`config.mk`:
```
export PLATFORM = sky130hd
export DESIGN_NAME = decode_stage_pipe_flat
export DESIGN_NICKNAME = d
export VERILOG_FILES = /design/src/rtl/decode_stage_pipe_pkg.sv /design/src/rtl/decode_stage_pipe_if.sv /design/src/rtl/decode_stage_pipe_field_extract.sv /design/src/rtl/decode_stage_pipe.sv /design/src/flat_wrapper.sv
export SDC_FILE = /design/constraint.sdc
export NUM_CORES = 1
export LEC_CHECK = 0
export CAP_MARGIN = 15
export CELL_PAD_IN_SITES_DETAIL_PLACEMENT = 0
export CELL_PAD_IN_SITES_GLOBAL_PLACEMENT = 1
export CORE_MARGIN = 2
export CORE_UTILIZATION = 35
export CTS_CLUSTER_DIAMETER = 50
export CTS_CLUSTER_SIZE = 40
export DETAILED_ROUTE_END_ITERATION = 8
export GPL_ROUTABILITY_DRIVEN = 0
export GPL_TIMING_DRIVEN = 0
export PLACE_DENSITY = 0.84
export SYNTH_ARGS = -nofsm -noshare
export SYNTH_HDL_FRONTEND = slang
export SYNTH_SLANG_ARGS = --single-unit
export TNS_END_PERCENT = 100
```
`constraint.sdc`:
```
create_clock -name clk -period 4.2 [get_ports clk]
set_input_delay 0.63 -clock clk [delete_from_list [all_inputs] [get_ports clk]]
set_output_delay 0.63 -clock clk [all_outputs]
set_load 0.1 [all_outputs]
```
`src/rtl/decode_stage_pipe_pkg.sv`:
```
// Shared widths, decoded-field record and branch-target helper for the decode stage.
package decode_pkg;

  localparam int INST_W = 32;
  localparam int OPC_W  = 5;
  localparam int REG_W  = 4;
  localparam int IMM_W  = 16;
  localparam int OFFS_W = 27;
  localparam int PC_W   = 32;

  // Widest PC the target helper can produce; narrower PCs truncate the result.
  localparam int TGT_CALC_W = 64;

  typedef struct packed {
    logic [OPC_W-1:0] opcode;
    logic             i_or_reg;
    logic [REG_W-1:0] rd;
    logic [REG_W-1:0] rs1;
    logic [REG_W-1:0] rs2;
    logic [1:0]       modifier;
    logic [IMM_W-1:0] imm;
  } decoded_t;

  // offset must already be sign-extended to the PC width; the caller keeps the low PC bits.
  function automatic logic [TGT_CALC_W-1:0] calc_branch_target(
    input logic [TGT_CALC_W-1:0] offset,
    input logic [TGT_CALC_W-1:0] pc
  );
    return (offset << 2) + pc;
  endfunction

endpackage

```
`src/rtl/decode_stage_pipe_if.sv`:
```
// Fetch-side and execute-side handshake bundle of the decode stage.
interface decode_stage_pipe_if #(
  parameter int INST_W = decode_pkg::INST_W,
  parameter int OPC_W  = decode_pkg::OPC_W,
  parameter int REG_W  = decode_pkg::REG_W,
  parameter int IMM_W  = decode_pkg::IMM_W,
  parameter int PC_W   = decode_pkg::PC_W
);

  logic              in_valid;
  logic              in_ready;
  logic [INST_W-1:0] in_inst;
  logic [PC_W-1:0]   in_pc;
  logic              flush;

  logic              out_valid;
  logic              out_ready;
  logic [OPC_W-1:0]  out_opcode;
  logic              out_i_or_reg;
  logic [REG_W-1:0]  out_rd;
  logic [REG_W-1:0]  out_rs1;
  logic [REG_W-1:0]  out_rs2;
  logic [1:0]        out_modifier;
  logic [IMM_W-1:0]  out_imm;
  logic [PC_W-1:0]   out_pc;
  logic [PC_W-1:0]   out_branch_target;

  // Surrounding pipeline: drives fetch beats, flush and execute's ready.
  modport master (
    output in_valid, in_inst, in_pc, flush, out_ready,
    input  in_ready, out_valid, out_opcode, out_i_or_reg, out_rd, out_rs1,
           out_rs2, out_modifier, out_imm, out_pc, out_branch_target
  );

  // The decode stage itself.
  modport slave (
    input  in_valid, in_inst, in_pc, flush, out_ready,
    output in_ready, out_valid, out_opcode, out_i_or_reg, out_rd, out_rs1,
           out_rs2, out_modifier, out_imm, out_pc, out_branch_target
  );

endinterface

```
`src/rtl/decode_stage_pipe_field_extract.sv`:
```
// Combinational slicing of an instruction word into its opcode, register and immediate fields.
module decode_field_extract #(
  parameter int INST_W = decode_pkg::INST_W,
  parameter int OPC_W  = decode_pkg::OPC_W,
  parameter int REG_W  = decode_pkg::REG_W,
  parameter int IMM_W  = decode_pkg::IMM_W
) (
  input  logic [INST_W-1:0]  inst,
  output decode_pkg::decoded_t fields
);
  import decode_pkg::*;

  localparam int IOR_BIT = INST_W - OPC_W - 1;
  localparam int RD_HI   = IOR_BIT - 1;
  localparam int RS1_HI  = RD_HI - REG_W;
  localparam int RS2_HI  = RS1_HI - REG_W;

  if (OPC_W + 1 + 3 * REG_W > INST_W) begin : g_bad_fields
    $fatal(1, "decode_field_extract: opcode and register fields exceed INST_W");
  end
  if (IMM_W > INST_W) begin : g_bad_imm
    $fatal(1, "decode_field_extract: IMM_W exceeds INST_W");
  end
  if (REG_W < 2) begin : g_bad_reg
    $fatal(1, "decode_field_extract: REG_W must hold the 2-bit modifier");
  end
  if (OPC_W > decode_pkg::OPC_W || REG_W > decode_pkg::REG_W || IMM_W > decode_pkg::IMM_W) begin : g_bad_rec
    $fatal(1, "decode_field_extract: field wider than decoded_t record");
  end

  // Narrower fields are zero-padded inside the fixed-width record.
  always_comb begin
    fields                     = '0;
    fields.opcode[OPC_W-1:0]   = inst[INST_W-1 -: OPC_W];
    fields.i_or_reg            = inst[IOR_BIT];
    fields.rd[REG_W-1:0]       = inst[RD_HI -: REG_W];
    fields.rs1[REG_W-1:0]      = inst[RS1_HI -: REG_W];
    fields.rs2[REG_W-1:0]      = inst[RS2_HI -: REG_W];
    fields.modifier            = inst[RS2_HI -: 2];
    fields.imm[IMM_W-1:0]      = inst[IMM_W-1:0];
  end

endmodule

```
`src/rtl/decode_stage_pipe.sv`:
```
// Decode pipeline register with valid/ready handshake, flush and registered branch target.
// Define DECODE_SKID_BUFFER_EN to add a one-entry skid register and a registered in_ready.
module decode_stage_pipe #(
  parameter int INST_W = decode_pkg::INST_W,
  parameter int OPC_W  = decode_pkg::OPC_W,
  parameter int REG_W  = decode_pkg::REG_W,
  parameter int IMM_W  = decode_pkg::IMM_W,
  parameter int OFFS_W = decode_pkg::OFFS_W,
  parameter int PC_W   = decode_pkg::PC_W
) (
  input  logic               clk,
  input  logic               clr,
  decode_stage_pipe_if.slave bus
);
  import decode_pkg::*;

  if (OFFS_W > INST_W || OFFS_W < 1) begin : g_bad_offs
    $fatal(1, "decode_stage_pipe: OFFS_W must be within 1..INST_W");
  end
  if (PC_W > TGT_CALC_W) begin : g_bad_pc
    $fatal(1, "decode_stage_pipe: PC_W wider than the target helper");
  end

  logic [INST_W-1:0] inst_reg;
  logic [PC_W-1:0]   pc_reg;
  logic [PC_W-1:0]   target_reg;
  logic              valid_reg;

  logic [PC_W-1:0]   offs_ext;
  logic [PC_W-1:0]   in_target;
  logic              accept;
  logic              main_ready;
  decoded_t          fields;

  // Sign-extend the offset to PC width; when OFFS_W >= PC_W this just keeps the low PC_W bits.
  for (genvar gi = 0; gi < PC_W; gi++) begin : g_offs
    if (gi < OFFS_W) begin : g_keep
      assign offs_ext[gi] = bus.in_inst[gi];
    end else begin : g_sign
      assign offs_ext[gi] = bus.in_inst[OFFS_W-1];
    end
  end

  assign in_target  = PC_W'(calc_branch_target(TGT_CALC_W'(offs_ext), TGT_CALC_W'(bus.in_pc)));
  assign accept     = bus.in_valid && bus.in_ready && !bus.flush;
  assign main_ready = !valid_reg || bus.out_ready;

`ifdef DECODE_SKID_BUFFER_EN
  logic [INST_W-1:0] skid_inst_reg;
  logic [PC_W-1:0]   skid_pc_reg;
  logic [PC_W-1:0]   skid_target_reg;
  logic              skid_valid_reg;

  // Depends only on a flop, so out_ready never reaches in_ready combinationally.
  assign bus.in_ready = !skid_valid_reg;

  always_ff @(posedge clk) begin
    if (clr) begin
      valid_reg       <= 1'b0;
      inst_reg        <= '0;
      pc_reg          <= '0;
      target_reg      <= '0;
      skid_valid_reg  <= 1'b0;
      skid_inst_reg   <= '0;
      skid_pc_reg     <= '0;
      skid_target_reg <= '0;
    end else if (bus.flush) begin
      valid_reg      <= 1'b0;
      skid_valid_reg <= 1'b0;
    end else if (main_ready) begin
      if (skid_valid_reg) begin
        // in_ready was low, so no new beat competes with the skid entry.
        valid_reg      <= 1'b1;
        inst_reg       <= skid_inst_reg;
        pc_reg         <= skid_pc_reg;
        target_reg     <= skid_target_reg;
        skid_valid_reg <= 1'b0;
      end else begin
        valid_reg <= accept;
        if (accept) begin
          inst_reg   <= bus.in_inst;
          pc_reg     <= bus.in_pc;
          target_reg <= in_target;
        end
      end
    end else if (accept) begin
      skid_valid_reg  <= 1'b1;
      skid_inst_reg   <= bus.in_inst;
      skid_pc_reg     <= bus.in_pc;
      skid_target_reg <= in_target;
    end
  end
`else
  assign bus.in_ready = main_ready;

  always_ff @(posedge clk) begin
    if (clr) begin
      valid_reg  <= 1'b0;
      inst_reg   <= '0;
      pc_reg     <= '0;
      target_reg <= '0;
    end else if (bus.flush) begin
      valid_reg <= 1'b0;
    end else if (main_ready) begin
      valid_reg <= accept;
      if (accept) begin
        inst_reg   <= bus.in_inst;
        pc_reg     <= bus.in_pc;
        target_reg <= in_target;
      end
    end
  end
`endif

  decode_field_extract #(
    .INST_W (INST_W),
    .OPC_W  (OPC_W),
    .REG_W  (REG_W),
    .IMM_W  (IMM_W)
  ) u_extract (
    .inst   (inst_reg),
    .fields (fields)
  );

  assign bus.out_valid         = valid_reg;
  assign bus.out_opcode        = fields.opcode[OPC_W-1:0];
  assign bus.out_i_or_reg      = fields.i_or_reg;
  assign bus.out_rd            = fields.rd[REG_W-1:0];
  assign bus.out_rs1           = fields.rs1[REG_W-1:0];
  assign bus.out_rs2           = fields.rs2[REG_W-1:0];
  assign bus.out_modifier      = fields.modifier;
  assign bus.out_imm           = fields.imm[IMM_W-1:0];
  assign bus.out_pc            = pc_reg;
  assign bus.out_branch_target = target_reg;

endmodule
```
`src/flat_wrapper.sv`:
```
// flat-port wrapper written by rule: the top's interface ports become plain ports
module decode_stage_pipe_flat import decode_pkg::*;
#(
  parameter int INST_W = decode_pkg::INST_W,
  parameter int OPC_W  = decode_pkg::OPC_W,
  parameter int REG_W  = decode_pkg::REG_W,
  parameter int IMM_W  = decode_pkg::IMM_W,
  parameter int OFFS_W = decode_pkg::OFFS_W,
  parameter int PC_W   = decode_pkg::PC_W
)
  (clk, clr, bus_in_valid, bus_in_inst, bus_in_pc, bus_flush, bus_out_ready, bus_in_ready, bus_out_valid, bus_out_opcode, bus_out_i_or_reg, bus_out_rd, bus_out_rs1, bus_out_rs2, bus_out_modifier, bus_out_imm, bus_out_pc, bus_out_branch_target);
  decode_stage_pipe_if #(.INST_W(INST_W), .OPC_W(OPC_W), .REG_W(REG_W), .IMM_W(IMM_W), .PC_W(PC_W)) bus_i ();
  input  logic clk;
  input  logic clr;
  input wire logic [$bits(bus_i.in_valid)-1:0] bus_in_valid;
  input wire logic [$bits(bus_i.in_inst)-1:0] bus_in_inst;
  input wire logic [$bits(bus_i.in_pc)-1:0] bus_in_pc;
  input wire logic [$bits(bus_i.flush)-1:0] bus_flush;
  input wire logic [$bits(bus_i.out_ready)-1:0] bus_out_ready;
  output wire logic [$bits(bus_i.in_ready)-1:0] bus_in_ready;
  output wire logic [$bits(bus_i.out_valid)-1:0] bus_out_valid;
  output wire logic [$bits(bus_i.out_opcode)-1:0] bus_out_opcode;
  output wire logic [$bits(bus_i.out_i_or_reg)-1:0] bus_out_i_or_reg;
  output wire logic [$bits(bus_i.out_rd)-1:0] bus_out_rd;
  output wire logic [$bits(bus_i.out_rs1)-1:0] bus_out_rs1;
  output wire logic [$bits(bus_i.out_rs2)-1:0] bus_out_rs2;
  output wire logic [$bits(bus_i.out_modifier)-1:0] bus_out_modifier;
  output wire logic [$bits(bus_i.out_imm)-1:0] bus_out_imm;
  output wire logic [$bits(bus_i.out_pc)-1:0] bus_out_pc;
  output wire logic [$bits(bus_i.out_branch_target)-1:0] bus_out_branch_target;
  assign bus_i.in_valid = bus_in_valid;
  assign bus_i.in_inst = bus_in_inst;
  assign bus_i.in_pc = bus_in_pc;
  assign bus_i.flush = bus_flush;
  assign bus_i.out_ready = bus_out_ready;
  assign bus_in_ready = bus_i.in_ready;
  assign bus_out_valid = bus_i.out_valid;
  assign bus_out_opcode = bus_i.out_opcode;
  assign bus_out_i_or_reg = bus_i.out_i_or_reg;
  assign bus_out_rd = bus_i.out_rd;
  assign bus_out_rs1 = bus_i.out_rs1;
  assign bus_out_rs2 = bus_i.out_rs2;
  assign bus_out_modifier = bus_i.out_modifier;
  assign bus_out_imm = bus_i.out_imm;
  assign bus_out_pc = bus_i.out_pc;
  assign bus_out_branch_target = bus_i.out_branch_target;
  decode_stage_pipe #(.INST_W(INST_W), .OPC_W(OPC_W), .REG_W(REG_W), .IMM_W(IMM_W), .OFFS_W(OFFS_W), .PC_W(PC_W)) u_core (.clk(clk), .clr(clr), .bus(bus_i));
endmodule
```
== Word-level counts from Yosys, hierarchy flattened ==
Index checks and enable logic that the tools add are counted.

* Register bits after elaboration: 97
* Bits in latches: 0
* Memory bits (writable): 0
* Bits in read-only memories: 0
* Input bits: 69
* Memories kept: 0

* $add $sub $neg: 1
* Multipliers: 0
* Divide/modulo/power cells: 0
* Order comparisons: 0
* Equality and inequality tests: 0
* Shift operators: 0
* Mux-type cells: 0
* Bitwise gates (word level): 1
* Reduce and logical (&&, ||, !) cells: 7

{| class="wikitable"
|+ Operators with widths
! cell !! number
|-
| adder 32 bit || 1
|-
| AND reduction 3 bit || 1
|-
| logical AND 1 bit || 2
|-
| logical NOT 1 bit || 2
|-
| OR reduction 2 bit || 1
|-
| logical OR 1 bit || 1
|-
| NOT 1 bit || 1
|}

== Longest topological paths before layout ==
Gate-level depths: netlist (run 1).

* Depth after elaboration: 5
* Mapped depth: 10
* Gate-level depth less buffers: 10

== Cells and area by module ==
A second synthesis (run 1) with hierarchy kept.

* Cells, all modules: 629
* Area total of the unflattened synthesis: 4927.2 µm²

{| class="wikitable"
|+ Modules (own cells, without submodules)
! module !! instances !! cells an instance !! area an instance (µm²) !! seq. area each (µm²)
|-
| decode_stage_pipe || 1 || 593 || 4657.0 || 1901.8
|-
| decode_field_extract || 1 || 36 || 270.3 || 0.0
|}

== Worst setup path before layout (run 1) ==
No wires, ideal clock.

* Path type: flip-flop to flip-flop
* Start point: register u_core.valid_reg (netlist: u_core.bus.out_valid)
* End point: register u_core.target_reg[1] (netlist: u_core.bus.out_branch_target[1])
* Arrival time: 2.997 ns
* Data required time: 4.130 ns
* Slack: 1.132 ns
* Cell stages (with the launch flop): 7
* Path buffers: 2
* Cell sequence: dfxtp_1 -> nand2b_1 -> nand3b_1 -> clkbuf_1 -> clkbuf_1 -> nand2_1 -> a21oi_1

* Longest elaborated chain between the ends: 5

{| class="wikitable"
|+ Ends and longest elaborated chain
! what !! RTL line !! RTL
|-
| start, declared || decode_stage_pipe.sv:27 || <nowiki>logic valid_reg;</nowiki>
|-
| start signal, assigned || decode_stage_pipe.sv:105 || <nowiki>valid_reg <= accept;</nowiki>
|-
| logical NOT 1 bit * || decode_stage_pipe.sv:46 || <nowiki>assign main_ready = !valid_reg || bus.out_ready;</nowiki>
|-
| logical OR 1 bit * || decode_stage_pipe.sv:46 ||
|-
| net bus_in_ready || flat_wrapper.sv:20 || <nowiki>output wire logic [$bits(bus_i.in_ready)-1:0] bus_in_ready;</nowiki>
|-
| logical AND 1 bit (2 in a row) || decode_stage_pipe.sv:45 || <nowiki>assign accept = bus.in_valid && bus.in_ready && !bus.flush;</nowiki>
|-
| AND reduction 3 bit (no source line) * || -- ||
|-
| end signal, assigned || decode_stage_pipe.sv:109 || <nowiki>target_reg <= in_target;</nowiki>
|-
| end, declared || decode_stage_pipe.sv:26 || <nowiki>logic [PC_W-1:0] target_reg;</nowiki>
|}

The timed path passes the listed nets; every way through them passes the cells marked *.
A chain may end at the register's enable or synchronous reset.

== Final worst setup path (run 1) ==
* Start point: input bus_in_pc[2]
* End point: register u_core.target_reg[26] (netlist: u_core.bus.out_branch_target[26])

* Longest elaborated chain between the ends: 1

{| class="wikitable"
|+ Ends and longest elaborated chain
! what !! RTL line !! RTL
|-
| start, declared || flat_wrapper.sv:17 || <nowiki>input wire logic [$bits(bus_i.in_pc)-1:0] bus_in_pc;</nowiki>
|-
| adder 32 bit || decode_stage_pipe_pkg.sv:29 || <nowiki>return (offset << 2) + pc;</nowiki>
|}

Every way passes these cells.

==> metrics.log, run 1 <==
[metrics] status: finished, final reports clean
[metrics] max-cap violations: 0
[metrics] number of nets in the layout: roughly 920
[metrics] number of buffers added on ports: 170
[metrics] Syn Std Cell Area: ~4900 sq um
[metrics] wire length of the first global-routing pass: 25100 um
[metrics] clock latency on the worst-skew pair: about 360 ps
[metrics] Netlist cell types: between 50 and 60
[metrics] critical path fanouts, max: 6
[metrics] instance count after placement with tap cells included: 992
[metrics] number of sinks on the clock net: 95
[metrics] RSZ-0062 raised after global routing: false
[metrics] mean instance size in the synthesized netlist: around 7.6 sq um
[metrics] count of hold buffers inserted by post-cts repair: 0
[metrics] initial antenna violation count: 0
[metrics] Worst Clk Skew: a little under 7 ps
[metrics] vias in the first global route: 5072
[metrics] syn_nets: between 700 and 800
[metrics] placed wire-length estimate: between 10000 and 15000 um
[metrics] end-of-flow core utilization: 51.7%
[metrics] die area: 15000 sq um
[metrics] cells along the critical path: clkdlybuf4s50_1, ha_1, inv_1, fa_1, nand2b_4, a21oi_2, o22ai_2, o311a_4, o31a_2, mux2i_1, o21ai_0
[metrics] peak per-stage delay on the critical path: 520 ps
[metrics] Die H: around 120 um
[metrics] non-filler cells, final: between 1000 and 1500
[metrics] final total power: roughly 2.7 mW
[metrics] endpoint required time on the critical path: 4410 ps
[metrics] final setup violation count: 0
[metrics] post-synthesis sequential area ratio: around two fifths
[metrics] total power per unit cell area: 382 nW/um^2
[metrics] Critical Path Source Type: input port
[metrics] Switch Pwr: 1.05 mW
[metrics] core region area: roughly 14000 sq um
[metrics] number of warnings reported in the yosys synthesis log: 0
[metrics] clock-pin slew on the worst setup and hold paths: about 60 ps
[metrics] Pleak: 2.71 nW
[metrics] slew at the pin closest to its max-slew limit: between 1000 and 1500 ps
[metrics] time the worst path needs with I/O delays and setup: about 3100 ps
[metrics] CP delay by family, top: compound AO/OA/AOI/OAI gates
[metrics] count of buffers added by post-CTS timing repair for setup: 0
[metrics] CTS root buffer: clkbuf_16
[metrics] pin count of the biggest net entering global routing: 15
[metrics] sequential share of power: between 30 and 40%
[metrics] register bit total from synthesis: 95
[metrics] leftover overflow at the end of global routing: 0
[metrics] Final Max Slew Viols: 0
[metrics] type of the worst setup path: in -> reg
[metrics] antenna cells: 0
[metrics] Via density: around 5.2
[metrics] count of instances resized after the clock tree is built: 0
[metrics] Cell Rows: between 40 and 50
[metrics] number of remaining DRC errors: 0
[metrics] Slowest cell on crit path: clkdlybuf4s50_1
[metrics] Period Utilization, post-route: 73.2%
[metrics] Ports: between 150 and 200
[metrics] Final TNS setup: 0 ps
[metrics] share of power burned in combinational logic: a little over a third
[metrics] initial detailed-routing violation count: roughly 320
[metrics] maximum buffer depth of the clock tree: 2
[metrics] die width: about 120 um
[metrics] TritonCTS clock tree: yes
[metrics] data arrival time of the critical path: around 3300 ps
[metrics] Worst Hold Class: reg -> reg
[metrics] Routed WL: about 16000 um
[metrics] TritonRoute pass-1 iters: 4
[metrics] async set-or-reset flop fraction in the synthesized netlist: 0%
[metrics] starting density of the core: between 30% and 40%
[metrics] vias after detailed routing: ~5200
[metrics] Fin. Hold Viols: 0
[metrics] total buffers and inverters traversed by the critical path: 2
[metrics] H-tree levels: 3
[metrics] DR WL/cell: approximately 16 um
[metrics] Mapped Cells: roughly 640
[metrics] DRT antenna net count: 0
[metrics] crit path capture type: register
[metrics] ratio of cells with drive above 1 in the final layout: 3.86%
[metrics] total global-route track usage: about a fifth
[metrics] layout overhead on the synthesized area: 44.9%
[metrics] Int Pwr: between 1.5 and 2 mW
[metrics] normalized max-slew margin: approximately a third
[metrics] number of enable-type register cells in the synthesized netlist: 0
[metrics] net switching fraction of the power: roughly 39%
[metrics] maximum achievable frequency: ~0.33 GHz
[metrics] Primary FF master, synth: dfxtp_1
[metrics] clock buffers created by TritonCTS: 9
[metrics] largest vdd supply drop: between 0.0002 and 0.00025 V
[metrics] clock power share: 28.8%
## Yosys cell counts (all sizes together), types with 4 or more instances
master,n,share of area (%)
nand2b,5,0.79
inv,10,0.76
nand2,186,14
mux2i,8,1.6
o211ai,4,0.61
dfxtp,95,39
nor2,29,2.2
clkbuf,29,2.2
buf,13,1.6
o21a,6,0.92
a21oi,99,10
ha,29,7.4
o21ai,32,3.3
a211oi,8,1.2
a22oi,4,0.61
xor2,9,1.6
a21o,7,1.1
nor3,5,0.51
and3,5,0.64
xnor2,8,1.4
nand3,13,1.3
a31oi,4,0.51
## area by class of cell
class                           count  area, sq um
Clock buffer                       14          264
Timing Repair Buffer              170         1700
Multi-Input combinational cell    495         2790
Inverter                           10         37.5
Clock inverter                      2         15.0
Buffer                             42          185
Tap cell                          180          225
Sequential cell                    95         1900
Fill cell                        1389         6660
## worst reg2reg max path, cell delays in order (launching register included)
cell and delay (ps):
dfxtp_1 320, nand2b_1 140, nand2_1 70, nor2_1 450, clkbuf_1 510, clkbuf_1 520, nand2_1 140, a21oi_1 150
## kinds of logic after synthesis
group,count (synthesis),share of synthesized area (%)
AO/OA/AOI/OAI,180,21.9
XOR/XNOR,17,3.03
adder cells (fa/ha/maj),30,7.80
buffers and inverters,52,4.54
flip-flops,95,38.7
multiplexers,8,1.63
AND/OR/NAND/NOR,260,22.4
## worst paths after layout
path / from / end / slack, ps / cells past startpoint
setup / recovery: bus_in_pc[2] / u_core.bus.out_branch_target[26] / 1120 / 11
hold / removal: u_core.inst_reg[4] / u_core.inst_reg[4] / 450 / 2
setup reg to reg: u_core.bus.out_valid / u_core.inst_reg[29] / 1830 / 7
hold reg to reg: u_core.inst_reg[4] / u_core.inst_reg[4] / 450 / 2
## cell usage in the layout (no fill, tap or decap), types with 4 or more instances in the layout
| master | count |
|---|---|
| ha_1 | 29 |
| nand2b_1 | 4 |
| mux2i_1 | 8 |
| a21o_1 | 7 |
| a21oi_1 | 98 |
| a211oi_1 | 8 |
| xor2_1 | 9 |
| clkbuf_16 | 9 |
| clkbuf_1 | 32 |
| buf_4 | 6 |
| o211ai_1 | 4 |
| dfxtp_1 | 95 |
| nand3_1 | 13 |
| buf_2 | 4 |
| nor3_1 | 5 |
| xnor2_1 | 8 |
| inv_1 | 10 |
| and3_1 | 5 |
| o21ai_0 | 29 |
| o21a_1 | 6 |
| nor2_1 | 29 |
| nand2_1 | 184 |
| a31oi_1 | 4 |
| clkdlybuf4s50_1 | 170 |
| a22oi_1 | 4 |
## power by group through the flow
stage                     Sequential (mW)  Combinational (mW)  Clock (mW)
after floorplan                      1.37               0.308           0
after global placement               1.00               0.943           0
after detailed placement             1.00               0.949           0
after CTS                           0.982               0.952       0.800
after global routing                0.987                1.00       0.842
final                               0.982               0.951       0.783
## through the flow
step	hold slack, ps	worst slack (ps)	instance area, sq um
after global routing	472	945	7120
after CTS	455	1130	7120
after floorplan	703	1130	4910
final	455	1120	7120
after detailed placement	446	774	6840
after global placement	441	775	6840
## layer usage
layer  vias to the layer above  share of wire (%)  GRT usage, %
met2                       155                 50          38.0
li1                       2578                  -             -
met3                        15                7.6          5.99
met4                         0                1.3          5.53
met1                      2476                 42          25.1
met5                         -                  0             0
Power figures use the tool's default switching activity.
==> inputs of run 2 (changes only) <==
Settings changed: CORE_UTILIZATION 35 to 32, PLACE_DENSITY 0.84 to 0.77.
Clock period 4.2 ns to 3.2 ns, I/O delays scaled along.
==> run 2 against run 1 <==
  * Worst setup slack lost 830 ps
  * Power rose by 36%
  * Sequential cell count is the same
  * Global-route usage shrank 1.7 points
  * Via count is 1.4% lower
  * Final cell count rose by 0.79%
  * Utilization decreased by 4.2 points
  * Sequential power increased by 31%
  * Critical path type unchanged
  * Highest routed layer unchanged
==> metrics.log, run 2 (synthesis results as in run 1) <==
[metrics] start point of the worst hold path: u_core.bus.out_branch_target[24]
[metrics] CTS root buffer: clkbuf_16
[metrics] non-filler cells, final: 1016 (+0.79%)
[metrics] sequential share of power: 34.9% (-1.2 points)
[metrics] FF-to-FF path depth: 7 (unchanged)
[metrics] Ports: 171 (unchanged)
[metrics] max-cap violations: 0 (unchanged)
[metrics] M1 WL: 6860 um (+3.2%)
[metrics] wire length on met3: 1000 um (-17%)
[metrics] Post-Layout Inst Area: 7160 sq um (+0.62%)
[metrics] Cell Rows: 45 (+4.7%)
[metrics] TritonCTS clock tree: yes
[metrics] Routed WL: 16100 um (+0.87%)
[metrics] maximum buffer depth of the clock tree: 2 (unchanged)
[metrics] leftover overflow at the end of global routing: 0 (unchanged)
[metrics] ratio of cells with drive above 1 in the final layout: 4.11% (+0.24 points)
[metrics] sum of met2 wire segment lengths after detailed routing: 8030 um (+1.1%)
[metrics] beginning of the worst register-to-register path: u_core.bus.out_valid
[metrics] number of nets in the layout: 922 (unchanged)
[metrics] RSZ-0062 raised after global routing: false
[metrics] H-tree levels: 3 (unchanged)
[metrics] TritonRoute pass-1 iters: 5 (+1)
[metrics] count of instances resized after the clock tree is built: 0 (unchanged)
[metrics] number of remaining DRC errors: 0 (unchanged)
[metrics] number of sinks on the clock net: 95 (unchanged)
[metrics] most frequent standard cell in the layout excluding fill and tap cells: nand2_1
[metrics] initial antenna violation count: 0 (unchanged)
[metrics] area after detailed placement: 6850 sq um (+0.15%)
[metrics] filler instances: 1510 (+8.7%)
[metrics] vias in the first global route: 5045 (-0.53%)
[metrics] vias after detailed routing: 5153 (-1.4%)
[metrics] smallest hold slack: 454 ps (-0.513 ps)
[metrics] DRT antenna net count: 0 (unchanged)
[metrics] core region area: 15100 sq um (+9.6%)
[metrics] starting density of the core: 32.5% (-3.1 points)
[metrics] Worst Hold Class: reg -> reg
[metrics] Via density: 5.07 (-2.1%)
[metrics] net switching fraction of the power: 37.8% (-0.96 points)
[metrics] Fin. Hold Viols: 0 (unchanged)
[metrics] Setup Slack @ Placement: -65.0 ps (-839 ps)
[metrics] Worst Clk Skew: 3.21 ps (-3.58 ps)
[metrics] time the worst path needs with I/O delays and setup: 2910 ps
[metrics] die width: 128 um (+4.4%)
[metrics] count of hold buffers inserted by post-cts repair: 0 (unchanged)
[metrics] share of power burned in combinational logic: 33.8% (-1.2 points)
[metrics] Final Max Slew Viols: 0 (unchanged)
[metrics] Reg area: 1900 sq um (unchanged)
[metrics] Worst Hold End: u_core.bus.out_branch_target[24]
[metrics] most frequent cells in the layout: nand2_1 (184), clkdlybuf4s50_1 (170), a21oi_1 (98), dfxtp_1 (95), clkbuf_1 (30)
[metrics] end of the worst register-to-register path: u_core.inst_reg[24]
[metrics] endpoint required time on the critical path: 3440 ps (-970 ps)
[metrics] total global-route track usage: 19.6% (-1.7 points)
[metrics] clock latency on the worst-skew pair: 360 ps (about the same)
[metrics] area occupied by multi-input gates: 2790 sq um (unchanged)
[metrics] Die H: 128 um (+4.4%)
[metrics] Switch Pwr: 1.39 mW (+33%)
[metrics] end-of-flow core utilization: 47.4% (-4.2 points)
[metrics] number of buffers added on ports: 170 (unchanged)
[metrics] clock buffers created by TritonCTS: 9 (unchanged)
[metrics] maximum achievable frequency: about 0.34 GHz
[metrics] type of the worst setup path: in -> reg
[metrics] clock-pin slew on the worst setup and hold paths: 70 ps (about the same)
[metrics] count of buffers added by post-CTS timing repair for setup: 0 (unchanged)
[metrics] pin count of the biggest net entering global routing: 16 (+1)
[metrics] slew at the pin closest to its max-slew limit: 1010 ps (+2.48 ps)
[metrics] critical path fanouts, max: 6 (unchanged)
[metrics] slack of the critical path: 295 ps (-829 ps)
[metrics] Pleak: 2.74 nW (+1.0%)
[metrics] antenna cells: 0 (unchanged)
[metrics] hold path cells: 2 (unchanged)
[metrics] normalized max-slew margin: 32.2% (-0.17 points)
[metrics] placed wire-length estimate: 13100 um (+2.1%)
[metrics] layout overhead on the synthesized area: 45.8%
[metrics] CP Launch Point: bus_in_pc[2]
[metrics] status: finished, final reports clean
[metrics] initial detailed-routing violation count: 196 (-38%)
[metrics] Period Utilization, post-route: 90.8%
[metrics] top routing layer in use: met4
[metrics] total power per unit cell area: 516 nW/um^2 (+35%)
[metrics] DR WL/cell: 15.9 um (about the same)
[metrics] wire length of the first global-routing pass: 25400 um (+1.2%)
[metrics] Int Pwr: 2.30 mW (+38%)
[metrics] final setup violation count: 0 (unchanged)
[metrics] clock power share: 31.3% (+2.5 points)
[metrics] register-to-register path setup slack: 850 ps (-980 ps)
[metrics] data arrival time of the critical path: 3140 ps (-150 ps)
[metrics] instance count after placement with tap cells included: 1000 (+0.81%)
[metrics] crit path capture type: register
[metrics] largest vdd supply drop: 0.000364 V (+80%)
[metrics] die area: 16300 sq um (+9.1%)
[metrics] Critical Path Source Type: input port
==> run 2: cell types whose count changed in the layout (fill, tap and decap cells not counted) <==
| cell | delta |
|---|---|
| clkinvlp_4 | -2 |
| bufinv_16 | +2 |
| clkbuf_1 | -2 |
| clkbuf_8 | -2 |
| clkinv_2 | +3 |
| inv_6 | +1 |
==> run 2: critical path: stages <==
cell             delay, ps
clkdlybuf4s50_1        510
ha_1                   190
inv_1                   60
fa_1                   380
nand2b_4               170
a21oi_2                150
o22ai_2                140
o311a_4                440
o41ai_2                340
xnor2_1                200
o21ai_1                 80
==> run 2: through the flow <==
step	power, mW	setup TNS, ps
finish	3.69	0
global route	3.84	0
CTS	3.73	0
detailed placement	2.57	-217
global placement	2.56	-293
floorplan	2.20	0
==> run 2: how the worst max path moves through the flow <==
stage | end | slack, ps | depth (start not counted)
detailed placement | u_core.bus.out_branch_target[24] | -70 | 11
global route | u_core.bus.out_branch_target[28] | 170 | 11
floorplan | u_core.bus.out_branch_target[1] | 130 | 6
global placement | u_core.bus.out_branch_target[24] | -90 | 11
finish | u_core.bus.out_branch_target[24] | 290 | 11
CTS | u_core.bus.out_branch_target[24] | 290 | 11
==> run 2: area by class of cell <==
class | count | share of cell area, %
inverters | 10 | 0.524
clock inverters | 6 | 1.17
flip-flops and latches | 95 | 26.6
multi-input cells | 495 | 38.9
clock buffers | 10 | 3.20
repair buffers | 170 | 23.8
well taps | 188 | 3.29
plain buffers | 42 | 2.59
==> run 2: power groups by stage <==
stage | logic, mW | registers (mW) | clock network (mW)
6_report | 1.25 | 1.29 | 1.16
5_1_grt | 1.32 | 1.30 | 1.22
4_1_cts | 1.25 | 1.29 | 1.18
3_5_place_dp | 1.25 | 1.32 | 0
3_3_place_gp | 1.25 | 1.31 | 0
2_1_floorplan | 0.405 | 1.79 | 0
==> run 2: metal layers <==
layer | global-route usage, % | vias up
li1 | - | 2572
met1 | 22.8 | 2406
met2 | 35.3 | 159
met3 | 5.47 | 16
met4 | 5.49 | 0
met5 | 0 | -
